## config.mk

```make
export PLATFORM = sky130hd
export DESIGN_NAME = enemy_contact_tx_flat
export DESIGN_NICKNAME = d
export VERILOG_FILES = /design/src/rtl/enemy_contact_tx_pkg.sv /design/src/rtl/enemy_contact_tx_if.sv /design/src/rtl/enemy_contact_tx_aabb_overlap.sv /design/src/rtl/enemy_contact_tx.sv /design/src/flat_wrapper.sv
export SDC_FILE = /design/constraint.sdc
export NUM_CORES = 1
export LEC_CHECK = 0
export BUFFER_PORTS_ARGS = -buffer_cell sky130_fd_sc_hd__buf_2
export CELL_PAD_IN_SITES_DETAIL_PLACEMENT = 1
export CELL_PAD_IN_SITES_GLOBAL_PLACEMENT = 2
export CORE_MARGIN = 2
export CORE_UTILIZATION = 30
export CTS_CLUSTER_SIZE = 24
export DETAILED_ROUTE_END_ITERATION = 16
export PLACE_DENSITY_LB_ADDON = 0.1
export SETUP_SLACK_MARGIN = 0.2
export SLEW_MARGIN = 20
export SYNTH_ARGS = -nofsm -noshare
export SYNTH_HDL_FRONTEND = slang
export SYNTH_SLANG_ARGS = --single-unit
```

## constraint.sdc

```tcl
create_clock -name clk -period 3.5 [get_ports clk]
set_input_delay 0.175 -clock clk [delete_from_list [all_inputs] [get_ports clk]]
set_output_delay 0.175 -clock clk [all_outputs]
set_load 0.01 [all_outputs]
```

## src/rtl/enemy_contact_tx_pkg.sv

```systemverilog
// rtl/enemy_contact_tx_pkg.sv - shared constants and FSM state type for enemy contact transmitter
package enemy_contact_tx_pkg;
    localparam int COORD_W = 11;
    localparam int STOMP_MARGIN_DEFAULT = 8;
    localparam logic DIR_RIGHT = 1'b0;
    localparam logic DIR_LEFT = 1'b1;

    typedef enum logic [1:0] {
        IDLE,
        SNAP,
        EVAL,
        EMIT
    } state_t;
endpackage

```

## src/rtl/enemy_contact_tx_if.sv

```systemverilog
// rtl/enemy_contact_tx_if.sv - position/flag inputs and event outputs of one enemy; optional ENEMY_CONTACT_STATS_EN counters
interface enemy_contact_tx_if #(
    parameter int COORD_W = enemy_contact_tx_pkg::COORD_W
);
    logic               frame_tick;
    logic [COORD_W-1:0] mario_x, mario_y, mario_w, mario_h;
    logic               mario_falling;
    logic [COORD_W-1:0] enemy_x, enemy_y, enemy_w, enemy_h;
    logic               enemy_live;
    logic               enemy_oriental;
    logic               wall_left, wall_right;
    logic               collapsion_impulse;
    logic               press_impulse;
    logic               mario_hurt;
    logic               mario_bounce;
    logic               busy;
`ifdef ENEMY_CONTACT_STATS_EN
    logic [7:0]         stomp_count;
    logic [7:0]         hurt_count;
`endif

    modport master (
        output frame_tick, mario_x, mario_y, mario_w, mario_h, mario_falling,
        output enemy_x, enemy_y, enemy_w, enemy_h, enemy_live, enemy_oriental,
        output wall_left, wall_right,
        input  collapsion_impulse, press_impulse, mario_hurt, mario_bounce, busy
`ifdef ENEMY_CONTACT_STATS_EN
        , input stomp_count, hurt_count
`endif
    );

    modport slave (
        input  frame_tick, mario_x, mario_y, mario_w, mario_h, mario_falling,
        input  enemy_x, enemy_y, enemy_w, enemy_h, enemy_live, enemy_oriental,
        input  wall_left, wall_right,
        output collapsion_impulse, press_impulse, mario_hurt, mario_bounce, busy
`ifdef ENEMY_CONTACT_STATS_EN
        , output stomp_count, hurt_count
`endif
    );
endinterface

```

## src/rtl/enemy_contact_tx_aabb_overlap.sv

```systemverilog
// rtl/enemy_contact_tx_aabb_overlap.sv - combinational axis-aligned box overlap; touching edges do not overlap
module aabb_overlap #(
    parameter int COORD_W = 11
) (
    input  logic [COORD_W-1:0] ax,
    input  logic [COORD_W-1:0] ay,
    input  logic [COORD_W-1:0] aw,
    input  logic [COORD_W-1:0] ah,
    input  logic [COORD_W-1:0] bx,
    input  logic [COORD_W-1:0] by,
    input  logic [COORD_W-1:0] bw,
    input  logic [COORD_W-1:0] bh,
    output logic               overlap
);
    // One extra bit so right/bottom edges near the coordinate limit never wrap
    logic [COORD_W:0] a_right, a_bottom, b_right, b_bottom;

    always_comb begin
        a_right  = {1'b0, ax} + {1'b0, aw};
        a_bottom = {1'b0, ay} + {1'b0, ah};
        b_right  = {1'b0, bx} + {1'b0, bw};
        b_bottom = {1'b0, by} + {1'b0, bh};
        overlap  = ({1'b0, ax} < b_right) && ({1'b0, bx} < a_right) &&
                   ({1'b0, ay} < b_bottom) && ({1'b0, by} < a_bottom);
    end
endmodule

```

## src/rtl/enemy_contact_tx.sv

```systemverilog
// rtl/enemy_contact_tx.sv - per-frame Mario/enemy contact evaluator emitting toggle impulses and pulses; ENEMY_CONTACT_STATS_EN adds counters
module enemy_contact_tx #(
    parameter int COORD_W        = enemy_contact_tx_pkg::COORD_W,
    parameter int STOMP_MARGIN   = enemy_contact_tx_pkg::STOMP_MARGIN_DEFAULT,
    parameter int COOLDOWN_TICKS = 25000000
) (
    input  logic             clk,
    input  logic             rstn,
    enemy_contact_tx_if.slave bus
);
    import enemy_contact_tx_pkg::*;

    localparam int CD_W = $clog2(COOLDOWN_TICKS + 1);

    state_t state, state_next;

    logic [COORD_W-1:0] s_mx, s_my, s_mw, s_mh, s_ex, s_ey, s_ew, s_eh;
    logic               s_falling, s_live, s_ori, s_wall_left, s_wall_right;
    logic               ovl_comb, stomp_raw, stomp_comb, side_comb, wall_comb;
    logic [COORD_W:0]   mario_bottom, stomp_limit;
    logic               r_stomp, r_side, r_wall_hit;
    logic [CD_W-1:0]    cooldown;
    logic               wall_armed;
    logic               collapse_q, press_q, hurt_q, bounce_q;
`ifdef ENEMY_CONTACT_STATS_EN
    logic [7:0]         stomp_cnt_q, hurt_cnt_q;
`endif

    aabb_overlap #(.COORD_W(COORD_W)) u_overlap (
        .ax(s_mx), .ay(s_my), .aw(s_mw), .ah(s_mh),
        .bx(s_ex), .by(s_ey), .bw(s_ew), .bh(s_eh),
        .overlap(ovl_comb)
    );

    always_comb begin
        mario_bottom = {1'b0, s_my} + {1'b0, s_mh};
        stomp_limit  = {1'b0, s_ey} + (COORD_W+1)'(STOMP_MARGIN);
        stomp_raw    = ovl_comb && s_live && s_falling && (mario_bottom <= stomp_limit);
        stomp_comb   = stomp_raw && (cooldown == '0);
        side_comb    = ovl_comb && s_live && !stomp_raw && (cooldown == '0);
        wall_comb    = (s_ori == DIR_LEFT) ? s_wall_left : s_wall_right;
    end

    always_ff @(posedge clk) begin
        if (!rstn) state <= IDLE;
        else       state <= state_next;
    end

    // Ticks outside IDLE are dropped: only IDLE looks at frame_tick
    always_comb begin
        state_next = state;
        case (state)
            IDLE:    if (bus.frame_tick) state_next = SNAP;
            SNAP:    state_next = EVAL;
            EVAL:    state_next = EMIT;
            EMIT:    state_next = IDLE;
            default: state_next = IDLE;
        endcase
    end

    always_ff @(posedge clk) begin
        if (!rstn) begin
            collapse_q <= 1'b0;
            press_q    <= 1'b0;
            hurt_q     <= 1'b0;
            bounce_q   <= 1'b0;
            cooldown   <= '0;
            wall_armed <= 1'b1;
            r_stomp    <= 1'b0;
            r_side     <= 1'b0;
            r_wall_hit <= 1'b0;
`ifdef ENEMY_CONTACT_STATS_EN
            stomp_cnt_q <= 8'd0;
            hurt_cnt_q  <= 8'd0;
`endif
        end else begin
            hurt_q   <= 1'b0;
            bounce_q <= 1'b0;
            if (cooldown != '0) cooldown <= cooldown - CD_W'(1);
            case (state)
                SNAP: begin
                    s_mx <= bus.mario_x;  s_my <= bus.mario_y;
                    s_mw <= bus.mario_w;  s_mh <= bus.mario_h;
                    s_ex <= bus.enemy_x;  s_ey <= bus.enemy_y;
                    s_ew <= bus.enemy_w;  s_eh <= bus.enemy_h;
                    s_falling    <= bus.mario_falling;
                    s_live       <= bus.enemy_live;
                    s_ori        <= bus.enemy_oriental;
                    s_wall_left  <= bus.wall_left;
                    s_wall_right <= bus.wall_right;
                end
                EVAL: begin
                    r_stomp    <= stomp_comb;
                    r_side     <= side_comb;
                    r_wall_hit <= wall_comb;
                end
                EMIT: begin
                    if (r_stomp) begin
                        press_q  <= ~press_q;
                        bounce_q <= 1'b1;
                        cooldown <= CD_W'(COOLDOWN_TICKS);
`ifdef ENEMY_CONTACT_STATS_EN
                        if (stomp_cnt_q != 8'hFF) stomp_cnt_q <= stomp_cnt_q + 8'd1;
`endif
                    end else if (r_side) begin
                        hurt_q   <= 1'b1;
                        cooldown <= CD_W'(COOLDOWN_TICKS);
`ifdef ENEMY_CONTACT_STATS_EN
                        if (hurt_cnt_q != 8'hFF) hurt_cnt_q <= hurt_cnt_q + 8'd1;
`endif
                    end
                    // Disarm after one flip so the lagging direction update cannot cause a second reversal
                    if (r_wall_hit && wall_armed) begin
                        collapse_q <= ~collapse_q;
                        wall_armed <= 1'b0;
                    end else if (!r_wall_hit) begin
                        wall_armed <= 1'b1;
                    end
                end
                default: ;
            endcase
        end
    end

    assign bus.collapsion_impulse = collapse_q;
    assign bus.press_impulse      = press_q;
    assign bus.mario_hurt         = hurt_q;
    assign bus.mario_bounce       = bounce_q;
    assign bus.busy               = (state != IDLE);
`ifdef ENEMY_CONTACT_STATS_EN
    assign bus.stomp_count        = stomp_cnt_q;
    assign bus.hurt_count         = hurt_cnt_q;
`endif
endmodule
```

## src/flat_wrapper.sv

```systemverilog
// flat-port wrapper written by rule: the top's interface ports become plain ports
module enemy_contact_tx_flat import enemy_contact_tx_pkg::*;
#(
    parameter int COORD_W        = enemy_contact_tx_pkg::COORD_W,
    parameter int STOMP_MARGIN   = enemy_contact_tx_pkg::STOMP_MARGIN_DEFAULT,
    parameter int COOLDOWN_TICKS = 25000000
)
  (clk, rstn, bus_frame_tick, bus_mario_x, bus_mario_y, bus_mario_w, bus_mario_h, bus_mario_falling, bus_enemy_x, bus_enemy_y, bus_enemy_w, bus_enemy_h, bus_enemy_live, bus_enemy_oriental, bus_wall_left, bus_wall_right, bus_collapsion_impulse, bus_press_impulse, bus_mario_hurt, bus_mario_bounce, bus_busy);
  enemy_contact_tx_if #(.COORD_W(COORD_W)) bus_i ();
  input  logic clk;
  input  logic rstn;
  input wire logic [$bits(bus_i.frame_tick)-1:0] bus_frame_tick;
  input wire logic [$bits(bus_i.mario_x)-1:0] bus_mario_x;
  input wire logic [$bits(bus_i.mario_y)-1:0] bus_mario_y;
  input wire logic [$bits(bus_i.mario_w)-1:0] bus_mario_w;
  input wire logic [$bits(bus_i.mario_h)-1:0] bus_mario_h;
  input wire logic [$bits(bus_i.mario_falling)-1:0] bus_mario_falling;
  input wire logic [$bits(bus_i.enemy_x)-1:0] bus_enemy_x;
  input wire logic [$bits(bus_i.enemy_y)-1:0] bus_enemy_y;
  input wire logic [$bits(bus_i.enemy_w)-1:0] bus_enemy_w;
  input wire logic [$bits(bus_i.enemy_h)-1:0] bus_enemy_h;
  input wire logic [$bits(bus_i.enemy_live)-1:0] bus_enemy_live;
  input wire logic [$bits(bus_i.enemy_oriental)-1:0] bus_enemy_oriental;
  input wire logic [$bits(bus_i.wall_left)-1:0] bus_wall_left;
  input wire logic [$bits(bus_i.wall_right)-1:0] bus_wall_right;
  output wire logic [$bits(bus_i.collapsion_impulse)-1:0] bus_collapsion_impulse;
  output wire logic [$bits(bus_i.press_impulse)-1:0] bus_press_impulse;
  output wire logic [$bits(bus_i.mario_hurt)-1:0] bus_mario_hurt;
  output wire logic [$bits(bus_i.mario_bounce)-1:0] bus_mario_bounce;
  output wire logic [$bits(bus_i.busy)-1:0] bus_busy;
  assign bus_i.frame_tick = bus_frame_tick;
  assign bus_i.mario_x = bus_mario_x;
  assign bus_i.mario_y = bus_mario_y;
  assign bus_i.mario_w = bus_mario_w;
  assign bus_i.mario_h = bus_mario_h;
  assign bus_i.mario_falling = bus_mario_falling;
  assign bus_i.enemy_x = bus_enemy_x;
  assign bus_i.enemy_y = bus_enemy_y;
  assign bus_i.enemy_w = bus_enemy_w;
  assign bus_i.enemy_h = bus_enemy_h;
  assign bus_i.enemy_live = bus_enemy_live;
  assign bus_i.enemy_oriental = bus_enemy_oriental;
  assign bus_i.wall_left = bus_wall_left;
  assign bus_i.wall_right = bus_wall_right;
  assign bus_collapsion_impulse = bus_i.collapsion_impulse;
  assign bus_press_impulse = bus_i.press_impulse;
  assign bus_mario_hurt = bus_i.mario_hurt;
  assign bus_mario_bounce = bus_i.mario_bounce;
  assign bus_busy = bus_i.busy;
  enemy_contact_tx #(.COORD_W(COORD_W), .STOMP_MARGIN(STOMP_MARGIN), .COOLDOWN_TICKS(COOLDOWN_TICKS)) u_core (.clk(clk), .rstn(rstn), .bus(bus_i));
endmodule
```

Word level (Yosys, flattened, before mapping)

Index checks and enable logic that the tools add are counted.

$add $sub $neg: 6
$lt $le $gt $ge: 5
Equality and inequality tests: 5
Muxes and demuxes: 11
Bitwise logic cells: 4
Reductions and logical operators: 21

Operators by type and width:

| cell                                                | count |
|---|---|
| two-way mux 25 bit                                  | 4 |
| adder 11 x 11 -> 12 bit                             | 4 |
| less-than comparator 11 x 12 -> 1 bit               | 4 |
| logical NOT 25 bit                                  | 1 |
| nonzero test 25 bit                                 | 1 |
| subtractor 25 x 1 -> 25 bit, second input constant  | 1 |
| adder 11 x 4 -> 12 bit, second input constant       | 1 |
| <= comparator 12 bit                                | 1 |
| logical AND 1 bit                                   | 10 |
| AND reduction 2 bit                                 | 5 |
| one-hot mux 2 bit (4 select lines)                  | 1 |
| two-way mux 1 bit                                   | 5 |
| equality test 2 bit, second input constant          | 2 |
| != test 2 bit, second input constant                | 2 |
| inverter 1 bit                                      | 4 |
| OR reduction 3 bit                                  | 1 |
| equality test 2 x 1 -> 1 bit, second input constant | 1 |
| logical NOT 2 bit                                   | 1 |
| two-way mux 2 bit                                   | 1 |
| nonzero test 2 bit                                  | 1 |
| logical NOT 1 bit                                   | 1 |

Bits in registers: 128
Input port bits: 96
Output and inout bits: 5
Word-level logic and storage cells: 75

Depth between registers and ports, before layout

Gate-level depths: netlist (run 1).

Depth after elaboration: 11
Mapped depth: 16
Gate-level depth less buffers: 16

Cells and area by module

From an unflattened synthesis (run 1), not the netlist that was laid out.

Cells, all modules: 720
Area total of the unflattened synthesis: 7,928.9 sq um

Modules (own cells, without submodules):

| module           | times used | cells each | area each (sq um) | sequential area each (sq um) |
|---|---|---|---|---|
| enemy_contact_tx | 1          | 397        | 5,357.6           | 3,493.4 |
| aabb_overlap     | 1          | 323        | 2,571.2           | 0.0 |

Worst setup path before layout (run 1)

No wires, ideal clock.

Path type: reg2reg
From: register u_core.s_mx[0]
To: register u_core.r_stomp
Library setup time: 0.087 ns
Arrival: 3.541 ns
Required time: 3.413 ns
Slack: -0.128 ns
Stages on the path, launching flop included: 16
Buffers on the path: 0
Clock period less this slack: 3.628 ns
Path through: edfxtp_1 > ha_1 > fa_1 > a21o_1 > a21oi_1 > o21bai_1 > a2111oi_0 > o211a_1 > a211oi_1 > ha_1 > a2111o_1 > a211oi_1 > o21ai_0 > o311ai_0 > o311ai_0 > o31ai_1

Cells in the longest elaborated chain, start to end: 9
Elaborated cells between the ends (all ways): 10
Classes of those cells: 1 x add/sub; 2 x order compare; 7 x reduce/logical

Ends and longest elaborated chain:

| item                                  | line                                | source |
|---|---|---|
| start, declared                       | enemy_contact_tx.sv:17              | `logic [COORD_W-1:0] s_mx, s_my, s_mw, s_mh, s_ex, s_ey, s_ew, s_eh;` |
| start signal, assigned                | enemy_contact_tx.sv:82              | `s_mx <= bus.mario_x; s_my <= bus.mario_y;` |
| adder 11 x 11 -> 12 bit               | enemy_contact_tx_aabb_overlap.sv:19 | `a_right = {1'b0, ax} + {1'b0, aw};` |
| less-than comparator 11 x 12 -> 1 bit | enemy_contact_tx_aabb_overlap.sv:23 | `overlap = ({1'b0, ax} < b_right) && ({1'b0, bx} < a_right) &&` |
| logical AND 1 bit * (2 in a row)      | enemy_contact_tx_aabb_overlap.sv:23 |  |
| logical AND 1 bit *                   | enemy_contact_tx_aabb_overlap.sv:24 | `({1'b0, ay} < b_bottom) && ({1'b0, by} < a_bottom);` |
| logical AND 1 bit * (3 in a row)      | enemy_contact_tx.sv:38              | `stomp_raw = ovl_comb && s_live && s_falling && (mario_bottom <= stomp_limit);` |
| logical AND 1 bit *                   | enemy_contact_tx.sv:39              | `stomp_comb = stomp_raw && (cooldown == '0);` |
| end signal, assigned                  | enemy_contact_tx.sv:93              | `r_stomp <= stomp_comb;` |
| end, declared                         | enemy_contact_tx.sv:21              | `logic r_stomp, r_side, r_wall_hit;` |

Every way passes the cells marked *; elsewhere a longest branch is shown, timed or not.
A chain may end at the register's enable or synchronous reset.

Worst setup path in the final report (run 1)

From: register u_core.s_mx[0]
To: register u_core.r_side

Cells in the longest elaborated chain, start to end: 11
Elaborated cells between the ends (all ways): 12
Classes of those cells: 1 x add/sub; 2 x order compare; 9 x reduce/logical

Ends and longest elaborated chain:

| item                                  | line                                           | source |
|---|---|---|
| adder 11 x 11 -> 12 bit               | enemy_contact_tx_aabb_overlap.sv:19            |  |
| less-than comparator 11 x 12 -> 1 bit | enemy_contact_tx_aabb_overlap.sv:23            |  |
| logical AND 1 bit * (2 in a row)      | enemy_contact_tx_aabb_overlap.sv:23            |  |
| logical AND 1 bit *                   | enemy_contact_tx_aabb_overlap.sv:24            |  |
| logical AND 1 bit *                   | enemy_contact_tx.sv:38, enemy_contact_tx.sv:40 |  |
| logical AND 1 bit (2 in a row)        | enemy_contact_tx.sv:38                         |  |
| logical NOT 1 bit                     | enemy_contact_tx.sv:40                         | `side_comb = ovl_comb && s_live && !stomp_raw && (cooldown == '0);` |
| logical AND 1 bit * (2 in a row)      | enemy_contact_tx.sv:40                         |  |
| end signal, assigned                  | enemy_contact_tx.sv:94                         | `r_side <= side_comb;` |
| end, declared                         | enemy_contact_tx.sv:21                         |  |

Marks and branches as above.

==> results of run 1 <==
routing by layer:
| layer | wire length, µm | part of all wire (%) |
|---|---|---|
| met1 | 9040 | 44 |
| met2 | 10600 | 52 |
| met3 | 557 | 2.7 |
| met4 | 249 | 1.2 |
| met5 | 0 | 0 |
kinds of logic after synthesis:
group	synth area share, %
AO/OA/AOI/OAI	13.2
multiplexers	0.524
AND/OR/NAND/NOR	13.5
XOR/XNOR	6.77
flip-flops	45.7
adder cells (fa/ha/maj)	18.1
buffers and inverters	2.21
layout by cell type (no fill, tap or decap), types with 13 or more instances in the layout:
cell type and count:
xnor2_1 21, a21oi_1 47, dlygate4sd3_1 94, ha_1 100, o21ai_0 20, xor2_1 38
nand3_1 24, buf_2 100, nor3_1 13, inv_1 37, nor2_1 55, edfxtp_1 93
clkbuf_16 17, dfxtp_1 35, a21o_1 16, nand2_1 32, buf_4 36
stage by stage:
step | setup TNS, ps | hold WS [ps]
finish | -7.71 | 120
global route | -346 | 137
CTS | -192 | 105
detailed placement | -408 | 354
global placement | -255 | 351
floorplan | 0 | 237
registers in the layout, summed over array words and instances, names as in the netlist, 2 cells and up:
| name | flops |
|---|---|
| u_core.state | 2 |
| u_core.s_eh | 11 |
| u_core.s_mw | 11 |
| u_core.s_mh | 11 |
| u_core.s_ew | 11 |
| u_core.s_ey | 11 |
| u_core.cooldown | 25 |
| u_core.s_mx | 11 |
| u_core.s_ex | 11 |
| u_core.s_my | 11 |
final timing paths:
kind	start	cells past startpoint	endpoint	slack, ps
worst max-delay path	u_core.s_mx[0]	15	u_core.r_side	-8
worst min-delay path	bus_frame_tick	3	u_core.state[0]	120
worst max register to register	u_core.s_mx[0]	15	u_core.r_side	-8
worst min register to register	u_core.cooldown[24]	2	u_core.cooldown[24]	480
worst reg2reg max path, stage by stage, from the launching register on:
cell,delay [ps]
edfxtp_1,400
ha_2,220
fa_2,340
a21o_1,170
a21oi_2,180
o21bai_2,110
a2111oi_4,350
nor2_2,80
xnor2_1,180
ha_2,300
or3_4,370
a21oi_4,150
a2111oi_4,70
o311ai_2,100
o311ai_2,170
o31ai_1,210
synth_stat cells (13+ instances only):
master      n  area share, %
a21o_1     16            1.6
a21oi_1    52            3.4
dfxtp_1    35            9.2
edfxtp_1   93             37
ha_1      104             17
inv_1      37            1.8
nand2_1    32            1.6
nand3_1    24            1.6
nor2_1     56            2.8
nor3_1     13           0.85
o21ai_0    25            1.6
xnor2_1    21            2.4
xor2_1     38            4.4
repair_timing:
| action | in CTS | in global routing |
|---|---|---|
| endpoints found under the hold margin | 94 | 0 |
| setup buffers | 0 | 1 |
| gates cloned | 0 | 0 |
| resized for setup | 25 | 15 |
| pin swaps | 11 | 11 |
| hold buffers | 94 | 0 |
| setup endpoints to repair | 2 | 2 |
power by group through the flow:
| stage | logic, mW | registers (mW) | clock network [mW] |
|---|---|---|---|
| floorplan | 2.31 | 2.20 | 0 |
| global placement | 3.04 | 2.25 | 0 |
| detailed placement | 3.18 | 2.27 | 0 |
| CTS | 3.38 | 2.25 | 1.94 |
| global route | 3.86 | 2.29 | 1.99 |
| finish | 3.40 | 2.24 | 1.87 |
area by class of cell:
| cell class | count | area, µm² |
|---|---|---|
| Fill cell | 2800 | 14600 |
| Multi-Input combinational cell | 522 | 4160 |
| Sequential cell | 128 | 3490 |
| Timing Repair Buffer | 230 | 1710 |
| Clock buffer | 18 | 429 |
| Tap cell | 330 | 413 |
| Clock inverter | 14 | 181 |
| Inverter | 38 | 143 |
==> flow_summary_export.csv, run 1 <==
group,metric,value,unit
status,status,"finished, violations left",
status,violations,"setup timing",
placement,dpl.cell_count,1153,
global_routing,use_met3,3.48,%
global_routing,grt_most_used_layer,"met2",
sta,hold_viol_final,0,
clock_tree,clk_pin_slew,60,ps
floorplanning,rows,58,
clock_tree,cts.sinks,128,
setup_path,end_kind,"register",
global_routing,grtUsageMet2,29.4,%
pwr,p_leak,4.39,nW
floorplanning,ios,101,
pwr,power.switching,2.84,mW
placement,pre_cts_ws,-221,ps
synthesis,synth.avg_cell_area,11.0,µm²
placement,place_congestion,0.835,
sta,setup_violations,1,
synthesis,synthesis.nets,897,
clock_tree,ctsLongestPathBuffers,2,
synthesis,ys_types,59,
synthesis,netlist_instances,693,
global_routing,grt_overflow_total,0,
setup_path,worstPathArrival,3840,ps
route,antenna_left,0,
global_routing,grt_use_met1,19.0,%
clock_tree,cts_root_buf,"clkbuf_16",
route,avgRoutedWirePerCell,15.9,µm
global_routing,track_usage,16.1,%
sta,setup_slack,-7.71,ps
clock_tree,clk_latency,430,ps
floorplanning,die_h,164,µm
final_layout,nets,1141,
placement,dpl-instance-area,8800,µm²
sta,slew_headroom,56.1,%
final_layout,final-instance-count-excl-fill,1280,
worst_hold_path,hold_path.class,"in2reg",
flow_run,drv_cap,0,
pwr,p_comb_share,45.3,%
pwr,p_clk_share,24.9,%
final_layout,area_delta_synth_final,37.8,%
pwr,seqPwrFrac,29.8,%
placement,post-dp-hpwl,15.5,mm
setup_path,worstPathRequired,3830,ps
clock_tree,cts_tree,"done",
route,viasPerCell,4.80,
sta,clock_skew,8.38,ps
synthesis,ys_seq_area_share,45.7,%
final_layout,drive_above_1_share,22.2,%
synthesis,synth_ff_type,"edfxtp_1",
setup_path,path_delay_family,"compound AO/OA/AOI/OAI gates",
floorplanning,core_area,25100,µm²
pwr,peakVddDrop,0.287,mV
sta,timing.fmax,285,MHz
final_layout,final_cell_area,10500,µm²
setup_path,path_max_fanout,2,
placement,port_buffers,100,
synthesis,yosysWarnings,0,
route,num_vias,6145,
floorplanning,chipWidth,164,µm
final_layout,final_util,41.9,%
pwr,swShare,37.8,%
sta,fin_crit,3510,ps
setup_path,cp_num_buf_inv,0,
setup_path,worstPathCellList,"ha_2 > fa_2 > a21o_1 > a21oi_2 > o21bai_2 > a2111oi_4 > nor2_2 > xnor2_1 > ha_2 > or3_4 > a21oi_4 > a2111oi_4 > o311ai_2 > o311ai_2 > o31ai_1",
synthesis,ys_seq_elements,128,
route,drt_pass1_iterations,4,
setup_path,max_stage_delay,400,ps
setup_path,path_class,"reg2reg",
sta,slew_viol_final,0,
pwr,p_per_area,714,nW/µm²
pwr,p_int,4.68,mW
synthesis,synth-async-reset-ratio,0,%
global_routing,grt_pass1_vias,6698,
floorplanning,dieArea,26700,µm²
clock_tree,cts_buffers,17,
global_routing,grt_max_degree,34,
sta,rsz0062_at_grt,"true",
global_routing,antenna_found_initial,0,
route,drt-initial-drc-count,145,
setup_path,critPathSlowestCell,"edfxtp_1",
global_routing,grt_pass1_wl,33.4,mm
sta,min_period_over_period,100,%
route,drc,0,
synthesis,syn_area,7640,µm²
synthesis,synth_edf_count,93,
route,postRouteWirelength,20.4,mm
sta,worstMarginPinSlew,653,ps
final_layout,antenna_cells,0,
setup_path,cp-start-kind,"register",
clock_tree,cts-htree-levels,4,
pwr,total_power,7.52,mW
floorplanning,initial_utilization,30.4,%
Note: power is estimated with default switching activity, not from simulation.
==> run 2: changes to the inputs <==
--- a/config.mk
+++ b/config.mk
@@ -9,10 +9,11 @@
 export CELL_PAD_IN_SITES_DETAIL_PLACEMENT = 1
 export CELL_PAD_IN_SITES_GLOBAL_PLACEMENT = 2
 export CORE_MARGIN = 2
-export CORE_UTILIZATION = 30
+export CORE_UTILIZATION = 35
 export CTS_CLUSTER_SIZE = 24
 export DETAILED_ROUTE_END_ITERATION = 16
 export PLACE_DENSITY_LB_ADDON = 0.1
+export REMOVE_ABC_BUFFERS = 1
 export SETUP_SLACK_MARGIN = 0.2
 export SLEW_MARGIN = 20
 export SYNTH_ARGS = -nofsm -noshare
==> flow_summary_export.csv, run 2 (same netlist as run 1, synthesis figures left out) <==
group,metric,value,unit
floorplanning,dieArea,23000,µm²
final_layout,area_delta_synth_final,40.1,%
setup_path,path_max_fanout,2,
floorplanning,chipWidth,152,µm
placement,dpl-instance-area,8840,µm²
setup_path,worstPathRequired,3840,ps
setup_path,end_kind,"register",
floorplanning,die_h,152,µm
pwr,seqPwrFrac,29.4,%
final_layout,final_util,49.5,%
clock_tree,cts-htree-levels,4,
pwr,swShare,38.6,%
clock_tree,clk_pin_slew,70,ps
sta,hold_viol_final,0,
final_layout,layout_common_cells,"ha_1 (101), buf_2 (100), dlygate4sd3_1 (94)",
global_routing,grt_overflow_total,0,
global_routing,grt_pass1_wl,33.8,mm
sta,fin_crit,3600,ps
placement,port_buffers,100,
sta,whs,139,ps
setup_path,cp-start-kind,"register",
final_layout,largest_register,"u_core.cooldown",
sta,tns,-162,ps
sta,rsz0062_at_grt,"true",
setup_path,r2r_start,"u_core.s_mx[0]",
pwr,p_int,4.66,mW
placement,post-dp-hpwl,15.2,mm
clock_tree,cts_buffers,17,
clock_tree,cts_tree,"done",
sta,worstMarginPinSlew,692,ps
global_routing,grt_max_degree,52,
final_layout,final_cell_area,10700,µm²
pwr,p_per_area,709,nW/µm²
sta,min_period_over_period,103,%
sta,clock_skew,10.8,ps
floorplanning,rows,54,
setup_path,reg2reg_to,"u_core.r_stomp",
clock_tree,cts.sinks,128,
setup_path,path_class,"reg2reg",
clock_tree,ctsLongestPathBuffers,2,
floorplanning,initial_utilization,35.3,%
flow_run,drv_cap,0,
pwr,p_clk_share,23.1,%
final_layout,drive_above_1_share,24.8,%
global_routing,antenna_found_initial,0,
clock_tree,clk_latency,430,ps
setup_path,worstPathArrival,3940,ps
global_routing,grt_pass1_vias,6932,
status,status,"finished, violations left",
final_layout,antenna_cells,0,
route,antenna_left,0,
status,violations,"setup timing",
setup_path,r2r_setup_slack,-100,ps
placement,place_congestion,0.835,
sta,slew_viol_final,0,
route,avgRoutedWirePerCell,16.7,µm
sta,setup_violations,2,
global_routing,track_usage,19.0,%
final_layout,nets,1167,
setup_path,crit_end,"u_core.r_stomp",
sta,timing.fmax,278,MHz
route,postRouteWirelength,21.0,mm
pwr,peakVddDrop,0.284,mV
pwr,p_comb_share,47.5,%
route,drc,0,
setup_path,critPathLaunch,"u_core.s_mx[0]",
worst_hold_path,hold_path.class,"in2reg",
final_layout,final_common_cell,"ha_1",
pwr,power.switching,2.92,mW
clock_tree,cts_root_buf,"clkbuf_16",
setup_path,reg2reg_depth,22,
sta,slew_headroom,53.5,%
floorplanning,ios,101,
floorplanning,core_area,21600,µm²
sta,setup_slack,-99.1,ps
route,num_vias,6283,
pwr,p_leak,4.52,nW
route,viasPerCell,5.00,
final_layout,largest_register_ffs,25,
route,drt_pass1_iterations,4,
route,drt-initial-drc-count,195,
run 2: cell types whose count changed in the layout (fill, tap and decap cells not counted), moves of 2 or more:
| cell | previous run | this run |
|---|---|---|
| buf_4 | 36 | 61 |
| bufinv_16 | 3 | 1 |
| clkinv_4 | 2 | 5 |
| ha_2 | 4 | 2 |
| a2111oi_2 | 1 | 3 |
run 2: cell type report:
cell class                      instances  area [µm²]
Fill cell                            2342       10900
Timing Repair Buffer                  256        1920
Clock buffer                           17         425
Inverter                               38         143
Tap cell                              280         350
Clock inverter                         15         155
Multi-Input combinational cell        522        4210
Sequential cell                       128        3490
run 2: how the worst min path moves through the flow:
stage                    from           endpoint  slack, ps  depth (start not counted)
2_1_floorplan            rstn  u_core.wall_armed        240                          1
3_3_place_gp   bus_enemy_x[3]     u_core.s_ex[3]        350                          1
3_5_place_dp   bus_mario_x[2]     u_core.s_mx[2]        350                          1
4_1_cts        bus_frame_tick    u_core.state[0]        130                          3
5_1_grt        bus_frame_tick    u_core.state[0]        150                          3
6_report       bus_frame_tick    u_core.state[0]        140                          3
run 2: through the flow:
stage / worst slack, ps / power (mW) / instances
final: -99.1 / 7.58 / 1256
after global routing: -230 / 8.19 / 1256
after CTS: -32.8 / 7.54 / 1254
after detailed placement: -503 / 5.48 / 1117
after global placement: -451 / 5.32 / 1117
after floorplan: -128 / 4.48 / 688
run 2: what timing repair did:
item                                    CTS  global route
buffers inserted                         11             2
pin swaps                                14             7
hold endpoints to repair                 94             0
endpoints found under the setup margin    2             2
hold buffers                             94             0
resized for setup                        38            17
run 2: power groups by stage:
stage	sequential, mW	combinational (mW)	clock [mW]
after floorplan	2.20	2.27	0
after global placement	2.24	3.08	0
after detailed placement	2.26	3.23	0
after CTS	2.23	3.52	1.79
after global routing	2.27	4.06	1.86
final	2.23	3.60	1.75
run 2: critical path: stages (launching register included):
cell and delay [ps]:
edfxtp_1 390, ha_2 220, fa_2 350, a21o_1 180, a21oi_2 160, buf_4 130, buf_4 90, buf_4 100
buf_4 100, buf_4 90, buf_4 100, buf_4 100, buf_4 90, buf_4 90, buf_4 90, xnor2_1 60
ha_1 180, a21o_1 170, a211oi_2 200, o21ai_1 110, o311ai_2 120, o311ai_4 170, o31ai_1 230
run 2: routing by layer:
metal	wire length, µm	up-vias	GRT usage [%]	share of wire [%]
li1	-	3134	-	-
met4	271	0	4.86	1.3
met3	563	26	3.86	2.7
met1	9070	3035	21.9	43
met2	11100	88	35.7	53
met5	0	-	0	0
